## src/rtl/hazard_stall_unit.sv

```systemverilog
// Pipeline stall/flush control: load-use bubble plus multi-cycle off-chip data memory handshake.
// Optional HAZARD_PERF_CNT_EN adds saturating stall/bubble cycle counters.
module hazard_stall_unit #(
  parameter int TIMEOUT_CYC = 64
) (
  input  logic        clk_i,
  input  logic        rst_i,
  input  logic        IDEX_MemRead_i,
  input  logic [4:0]  IDEX_RTaddr_i,
  input  logic [4:0]  IFID_RSaddr_i,
  input  logic [4:0]  IFID_RTaddr_i,
  input  logic        EXMEM_MemRead_i,
  input  logic        EXMEM_MemWrite_i,
  input  logic [31:0] EXMEM_addr_i,
  input  logic [31:0] EXMEM_wdata_i,
  input  logic        mem_ack_i,
  input  logic [31:0] mem_rdata_i,
  output logic        mem_req_o,
  output logic        mem_we_o,
  output logic [31:0] mem_addr_o,
  output logic [31:0] mem_wdata_o,
  output logic [31:0] rdata_o,
  output logic        PC_stall_o,
  output logic        IFID_stall_o,
  output logic        IDEX_stall_o,
  output logic        EXMEM_stall_o,
  output logic        IDEX_flush_o,
  output logic        err_o
`ifdef HAZARD_PERF_CNT_EN
  ,
  output logic [31:0] perf_stall_o,
  output logic [31:0] perf_bubble_o
`endif
);

  typedef enum logic [1:0] {S_IDLE, S_WAIT, S_DONE} state_t;

  localparam int TW = (TIMEOUT_CYC > 1) ? $clog2(TIMEOUT_CYC) : 1;
  localparam logic [TW-1:0] T_LAST = TW'(TIMEOUT_CYC - 1);

  state_t        state_q, state_d;
  logic [TW-1:0] timer_q, timer_d;
  logic          req_q, req_d;
  logic          we_q, we_d;
  logic          err_q, err_d;
  logic [31:0]   addr_q, addr_d;
  logic [31:0]   wdata_q, wdata_d;
  logic [31:0]   rdata_q, rdata_d;

  logic acc;
  logic timeout_hit;
  logic memstall;
  logic luh;

  assign acc         = EXMEM_MemRead_i | EXMEM_MemWrite_i;
  assign timeout_hit = (TIMEOUT_CYC != 0) && (timer_q == T_LAST);

  always_comb begin
    state_d = state_q;
    timer_d = timer_q;
    req_d   = req_q;
    we_d    = we_q;
    err_d   = err_q;
    addr_d  = addr_q;
    wdata_d = wdata_q;
    rdata_d = rdata_q;
    case (state_q)
      S_IDLE: begin
        if (acc) begin
          state_d = S_WAIT;
          timer_d = '0;
          req_d   = 1'b1;
          we_d    = EXMEM_MemWrite_i;
          addr_d  = EXMEM_addr_i;
          wdata_d = EXMEM_wdata_i;
        end
      end
      S_WAIT: begin
        // A real ack always beats a coincident timeout.
        if (mem_ack_i) begin
          state_d = S_DONE;
          req_d   = 1'b0;
          if (!we_q) rdata_d = mem_rdata_i;
        end else if (timeout_hit) begin
          state_d = S_DONE;
          req_d   = 1'b0;
          err_d   = 1'b1;
          if (!we_q) rdata_d = 32'hDEADBEEF;
        end else begin
          timer_d = timer_q + TW'(1);
        end
      end
      S_DONE:  state_d = S_IDLE;
      default: state_d = S_IDLE;
    endcase
  end

  always_ff @(posedge clk_i) begin
    if (rst_i) begin
      state_q <= S_IDLE;
      timer_q <= '0;
      req_q   <= 1'b0;
      we_q    <= 1'b0;
      err_q   <= 1'b0;
      addr_q  <= '0;
      wdata_q <= '0;
      rdata_q <= '0;
    end else begin
      state_q <= state_d;
      timer_q <= timer_d;
      req_q   <= req_d;
      we_q    <= we_d;
      err_q   <= err_d;
      addr_q  <= addr_d;
      wdata_q <= wdata_d;
      rdata_q <= rdata_d;
    end
  end

  assign memstall = ((state_q == S_IDLE) && acc) || (state_q == S_WAIT);
  assign luh = IDEX_MemRead_i && (IDEX_RTaddr_i != 5'd0) &&
               ((IDEX_RTaddr_i == IFID_RSaddr_i) || (IDEX_RTaddr_i == IFID_RTaddr_i));

  // Memory freeze dominates: a bubble inserted while the whole pipe is held would be lost.
  always_comb begin
    PC_stall_o    = 1'b0;
    IFID_stall_o  = 1'b0;
    IDEX_stall_o  = 1'b0;
    EXMEM_stall_o = 1'b0;
    IDEX_flush_o  = 1'b0;
    if (memstall) begin
      PC_stall_o    = 1'b1;
      IFID_stall_o  = 1'b1;
      IDEX_stall_o  = 1'b1;
      EXMEM_stall_o = 1'b1;
    end else if (luh) begin
      PC_stall_o   = 1'b1;
      IFID_stall_o = 1'b1;
      IDEX_flush_o = 1'b1;
    end
  end

  assign mem_req_o   = req_q;
  assign mem_we_o    = we_q;
  assign mem_addr_o  = addr_q;
  assign mem_wdata_o = wdata_q;
  assign rdata_o     = rdata_q;
  assign err_o       = err_q;

`ifdef HAZARD_PERF_CNT_EN
  logic [31:0] perf_stall_q, perf_stall_d;
  logic [31:0] perf_bubble_q, perf_bubble_d;

  always_comb begin
    perf_stall_d  = perf_stall_q;
    perf_bubble_d = perf_bubble_q;
    if (memstall && (perf_stall_q != 32'hFFFFFFFF))
      perf_stall_d = perf_stall_q + 32'd1;
    if (IDEX_flush_o && (perf_bubble_q != 32'hFFFFFFFF))
      perf_bubble_d = perf_bubble_q + 32'd1;
  end

  always_ff @(posedge clk_i) begin
    if (rst_i) begin
      perf_stall_q  <= '0;
      perf_bubble_q <= '0;
    end else begin
      perf_stall_q  <= perf_stall_d;
      perf_bubble_q <= perf_bubble_d;
    end
  end

  assign perf_stall_o  = perf_stall_q;
  assign perf_bubble_o = perf_bubble_q;
`endif

endmodule

```

## config.mk

```make
export PLATFORM = sky130hd
export DESIGN_NAME = hazard_stall_unit
export DESIGN_NICKNAME = d
export VERILOG_FILES = /design/src/rtl/hazard_stall_unit.sv
export SDC_FILE = /design/constraint.sdc
export NUM_CORES = 1
export LEC_CHECK = 0
export BUFFER_PORTS_ARGS = -buffer_cell sky130_fd_sc_hd__buf_2
export CAP_MARGIN = 40
export CORE_MARGIN = 2
export CORE_UTILIZATION = 45
export CTS_CLUSTER_DIAMETER = 200
export CTS_CLUSTER_SIZE = 30
export DETAILED_ROUTE_END_ITERATION = 12
export PLACE_DENSITY = 0.8
export SYNTH_ARGS = -nofsm -noshare
export SYNTH_HDL_FRONTEND = slang
export SYNTH_SLANG_ARGS = --single-unit
```

## constraint.sdc

```tcl
create_clock -name clk_i -period 2.2 [get_ports clk_i]
set_input_delay 0 -clock clk_i [delete_from_list [all_inputs] [get_ports clk_i]]
set_output_delay 0 -clock clk_i [all_outputs]
set_load 0.01 [all_outputs]
```

-- Word-level counts from Yosys, hierarchy flattened
Index checks and enable logic that the tools add are counted.
- logic and storage cells: 55
- output and inout port bits: 104
- register bits: 107
- mux-type cells: 20
- add/subtract/negate cells: 1
- eq/ne operators: 8
- bitwise gates (word level): 3
- reduce and logical (&&, ||, !) cells: 15
- operator list (operator ; number):
    32-bit two-way mux ; 4
    6-bit two-way mux ; 3
    6-bit case mux with 2 select lines ; 1
    5-bit == test ; 2
    3-bit AND reduction ; 3
    1-bit two-way mux ; 7
    6-bit by 1-bit adder with 6-bit output (second input constant) ; 1
    6-bit == test (second input constant) ; 1
    2-bit two-way mux ; 3
    2-bit != test (second input constant) ; 3
    5-bit nonzero test ; 1
    2-bit case mux with 2 select lines ; 1
    2-bit AND reduction ; 2
    4-bit AND reduction ; 1
    2-bit nonzero test ; 2
    1-bit logical AND ; 3
    3-bit != test (second input constant) ; 1
    2-bit by 1-bit == test with 1-bit output (second input constant) ; 1
    2-bit zero test ; 1
    1-bit logical OR ; 2
    1-bit NOT ; 2
    1-bit case mux with 2 select lines ; 1
    1-bit bitwise OR ; 1

-- Longest topological paths before layout
- depth in word-level cells: 5
- mapped depth: 7
- mapped depth without buffers: 5

-- Worst setup path after synthesis
Ideal clock, no wire load.
- kind: register to register
- from: register timer_q[0]
- to: register rdata_q[14] (netlist: rdata_o[14])
- path buffers: 2
- data arrival time: 1.617 ns
- library setup time: 0.115 ns
- path slack: 0.468 ns
- stages on the path, launching flop included: 8
- period minus slack after synthesis: 1.732 ns
- cells stage by stage: dfxtp_1 ha_1 and3_4 a31oi_1 or3_1 buf_6 buf_6 a31o_1
- cells in the longest elaborated chain, start to end: 3
- RTL lines (item ; RTL line ; RTL):
    start, declared ; 42 ; logic [TW-1:0] timer_q, timer_d;
    start signal, assigned ; 110 ; timer_q <= timer_d;
    6-bit == test ; 56 ; assign timeout_hit = (TIMEOUT_CYC != 0) && (timer_q == T_LAST);
    2-bit nonzero test (no source line) ; - ;
    3-bit AND reduction (no source line) ; - ;
    end signal, assigned ; 116 ; rdata_q <= rdata_d;
    end, declared ; 48 ; logic [31:0] rdata_q, rdata_d;
Every way passes these cells.
A chain may end at the register's enable or synchronous reset.

-- Worst setup path after layout
- from: register timer_q[0]
- to: register rdata_q[8] (netlist: rdata_o[8])
The elaborated chain is that of the path after synthesis.

==> parameters.txt <==
Parameter                              Value

Min path
  Path category of the worst min-delay check ... input pin to flip-flop
  Worst Hold Depth ... 2
  Destination of the worst hold path ... err_o
  Source of the worst hold timing path ... rst_i

Routing
  First-pass iteration count of the detailed router ... 5
  Number of nets with antenna violations after routing ... 0
  Total number of vias ... 4651
  Wire length per cell ... 15.1 um
  Drt first-iter violations ... 225
  Number of remaining DRC errors ... 0
  Via count normalized by instance count ... 5.11
  Drt total wl ... 13800 um

Power and ir drop
  Power per unit of standard cell area ... 655 mW/mm^2
  Peak supply drop ... 0.418 mV
  Leakage ... 3.06 nW

Clock tree
  Master cell of the clock root buffer ... sky130_fd_sc_hd__clkbuf_8
  # hold bufs at CTS ... 99
  CTS sink count ... 107
  Register clock-pin slew on the reported worst setup and hold paths ... 110 ps
  Number of buffers on the longest clock path ... 2
  Clock Latency Late Sink ... 350 ps
  Post-cts gate resize count ... 0
  Total number of H-tree levels ... 3
  Number of buffers inserted by post-CTS setup repair ... 0
  Num CTS Buffers ... 9
  Clock tree from TritonCTS ... yes

Timing
  Tmin final ... 1940 ps
  RSZ-0062 raised after global routing ... no
  Worst Slack Setup Final ... 256 ps
  Slew @ Worst Pin ... 741 ps
  Fin crit share ... 88.4%
  FMAX ... 0.514 GHz
  Final TNS setup ... 0 ps
  Number of max-slew violations in the final report ... 0
  Endpoints failing hold ... 0
  Worst max-slew margin expressed relative to the limit ... 50.5%
  Clk_skew ... 16.8 ps
  Minimum hold slack ... 27.5 ps
  Total of endpoints with negative setup slack in the final report ... 0

Synth
  Number of enable-type register cells in the synthesized netlist ... 0
  Number of synthesized register bits ... 107
  Sequential cell area fraction in the yosys report ... 51.2%
  Avg Inst Size Synth ... 8.47 um^2
  Main synth FF type ... sky130_fd_sc_hd__dfxtp_1
  Syn_nets ... 612
  Share of flip-flops with an asynchronous set or reset ... 0%
  Post-synthesis cell area ... 0.00419 mm^2
  Number of warning messages in the yosys log ... 0
  Mapped Cells ... 494
  Distinct cell type count after synthesis ... 42

Placement
  Port buffer count ... 220
  Detailed placer's ending HPWL ... 8060 um
  Pre-CTS worst setup slack ... 274 ps
  Routability-driven placement congestion ratio ... 0.806

Floorplan
  Starting Density ... 45.7%
  Die boundary height ... 100 um
  Overall die width ... 100 um
  Die Outline Area ... 0.0101 mm^2
  Standard-cell rows ... 35
  Core Footprint ... 0.00915 mm^2
  Ports ... 221

Setup path
  Type of element capturing the critical path ... flip-flop
  Critical path launch point type ... flip-flop
  Required time of the critical path ... 2450 ps
  Worst path arrival time ... 2190 ps
  Capturing point of the worst reg2reg path ... rdata_o[8]
  Start of the worst register-to-register path ... timer_q[0]
  Reg2Reg Setup Slack ... 260 ps
  Worst Path Max Fanout ... 32
  Category of the most critical setup path ... flip-flop to flip-flop
  Worst R2R Path Depth ... 6

Flow run
  Count of maximum capacitance violations ... 0

GRT
  Global-route wire length before repair ... 21200 um
  Total Routing Usage GR ... 26.1%
  Antenna violations before repair ... 0
  Maximum number of pins on one net before global-route repair ... 65
  Vias in the first global route ... 4601
  Global route overflow ... 0

Final layout
  Post-layout net count ... 913
  Diodes inserted ... 0
  Fraction of final layout cells with drive strength greater than 1 ... 34.4%
  Layout overhead on the synthesized area ... 55.3%

Status
  Result of the run ... finished, final reports clean
[critical path, stage by stage (launching register included)]
cell                      delay, ps
sky130_fd_sc_hd__dfxtp_1        400
sky130_fd_sc_hd__ha_1           210
sky130_fd_sc_hd__and3_4         220
sky130_fd_sc_hd__a31oi_1        120
sky130_fd_sc_hd__or3_1          320
sky130_fd_sc_hd__buf_4          280
sky130_fd_sc_hd__a31o_2         290
[per-layer routing]
| metal | GRT usage, % | wire, um | vias up |
|---|---|---|---|
| met5 | 0 | 0 | - |
| li1 | - | - | 2230 |
| met1 | 29.3 | 5340 | 2133 |
| met2 | 46.4 | 6860 | 250 |
| met4 | 11.4 | 380 | 0 |
| met3 | 7.00 | 1190 | 38 |
[Yosys cell counts (all sizes together), types with 2 or more instances]
| master | number | share of area [%] |
|---|---|---|
| buf | 18 | 2.8 |
| o311ai | 3 | 0.63 |
| clkbuf | 18 | 1.6 |
| o21ai | 4 | 0.48 |
| nor2 | 32 | 2.9 |
| nor3 | 5 | 0.60 |
| nor3b | 2 | 0.36 |
| or3 | 4 | 0.72 |
| or2 | 2 | 0.30 |
| and3 | 9 | 1.5 |
| a31o | 8 | 1.7 |
| o41ai | 2 | 0.42 |
| a211oi | 25 | 7.4 |
| and2 | 2 | 0.30 |
| nand2 | 134 | 12 |
| xor2 | 10 | 2.1 |
| a22oi | 2 | 0.36 |
| inv | 27 | 2.4 |
| a21oi | 67 | 8.0 |
| dfxtp | 107 | 51 |
[kinds of logic after synthesis]
family / after synthesis / synth area share [%]
simple gates: 196 / 19.6
compound gates: 117 / 20.0
flops: 107 / 51.2
buf+inv: 63 / 6.81
xor+xnor: 10 / 2.09
fa+ha+maj: 1 / 0.299
[state kept, by name (all words and copies together), names as in the netlist]
register	count
mem_addr_o	32
mem_wdata_o	32
rdata_o	32
timer_q	6
state_q	2
err_o	1
mem_req_o	1
mem_we_o	1
[per-stage QoR]
stage               cell area, um^2  util (%)  total power, mW  cells
global placement               5310      58.1             2.93    796
global route                   6500      71.0             4.45    911
floorplan                      4190         -             2.63    494
finish                         6500      71.0             4.26    911
CTS                            6500      71.0             4.25    911
detailed placement             5310      58.1             2.96    796
[power breakdown]
| part | total, mW | switching [mW] | leakage (nW) | internal [mW] |
|---|---|---|---|---|
| clock network | 1.17 | 0.678 | 0.101 | 0.489 |
| logic | 0.935 | 0.500 | 2.08 | 0.435 |
| registers | 2.16 | 0.0775 | 0.878 | 2.08 |
| total | 4.26 | 1.26 | 3.06 | 3.00 |
[cell type report]
cell class,instances,area (um^2)
Tap cell,111,139
Fill cell,640,2650
Clock inverter,5,43.8
Timing Repair Buffer,326,2160
Multi-Input combinational cell,324,1760
Inverter,27,101
Clock buffer,11,151
Sequential cell,107,2140
[placed cells by master, fill, tap and decap left out, types with 5 or more instances in the layout]
master	n
sky130_fd_sc_hd__buf_2	219
sky130_fd_sc_hd__nand2_1	133
sky130_fd_sc_hd__dfxtp_1	107
sky130_fd_sc_hd__dlygate4sd3_1	99
sky130_fd_sc_hd__a21oi_1	67
sky130_fd_sc_hd__nor2_1	32
sky130_fd_sc_hd__inv_1	27
sky130_fd_sc_hd__a211oi_2	24
sky130_fd_sc_hd__clkbuf_8	11
sky130_fd_sc_hd__xor2_1	10
sky130_fd_sc_hd__and3_1	8
sky130_fd_sc_hd__buf_4	7
sky130_fd_sc_hd__a31o_1	6
sky130_fd_sc_hd__nor3_1	5
[worst max path at each step]
stage / start / end / slack, ps / depth (start not counted)
2_1_floorplan: timer_q[0] / rdata_o[14] / 470 / 7
3_3_place_gp: timer_q[0] / rdata_o[8] / 350 / 6
3_5_place_dp: timer_q[0] / rdata_o[8] / 270 / 6
4_1_cts: timer_q[0] / rdata_o[8] / 260 / 6
5_1_grt: timer_q[0] / rdata_o[4] / 140 / 6
6_report: timer_q[0] / rdata_o[8] / 260 / 6
(Power assumes the default switching activity.)
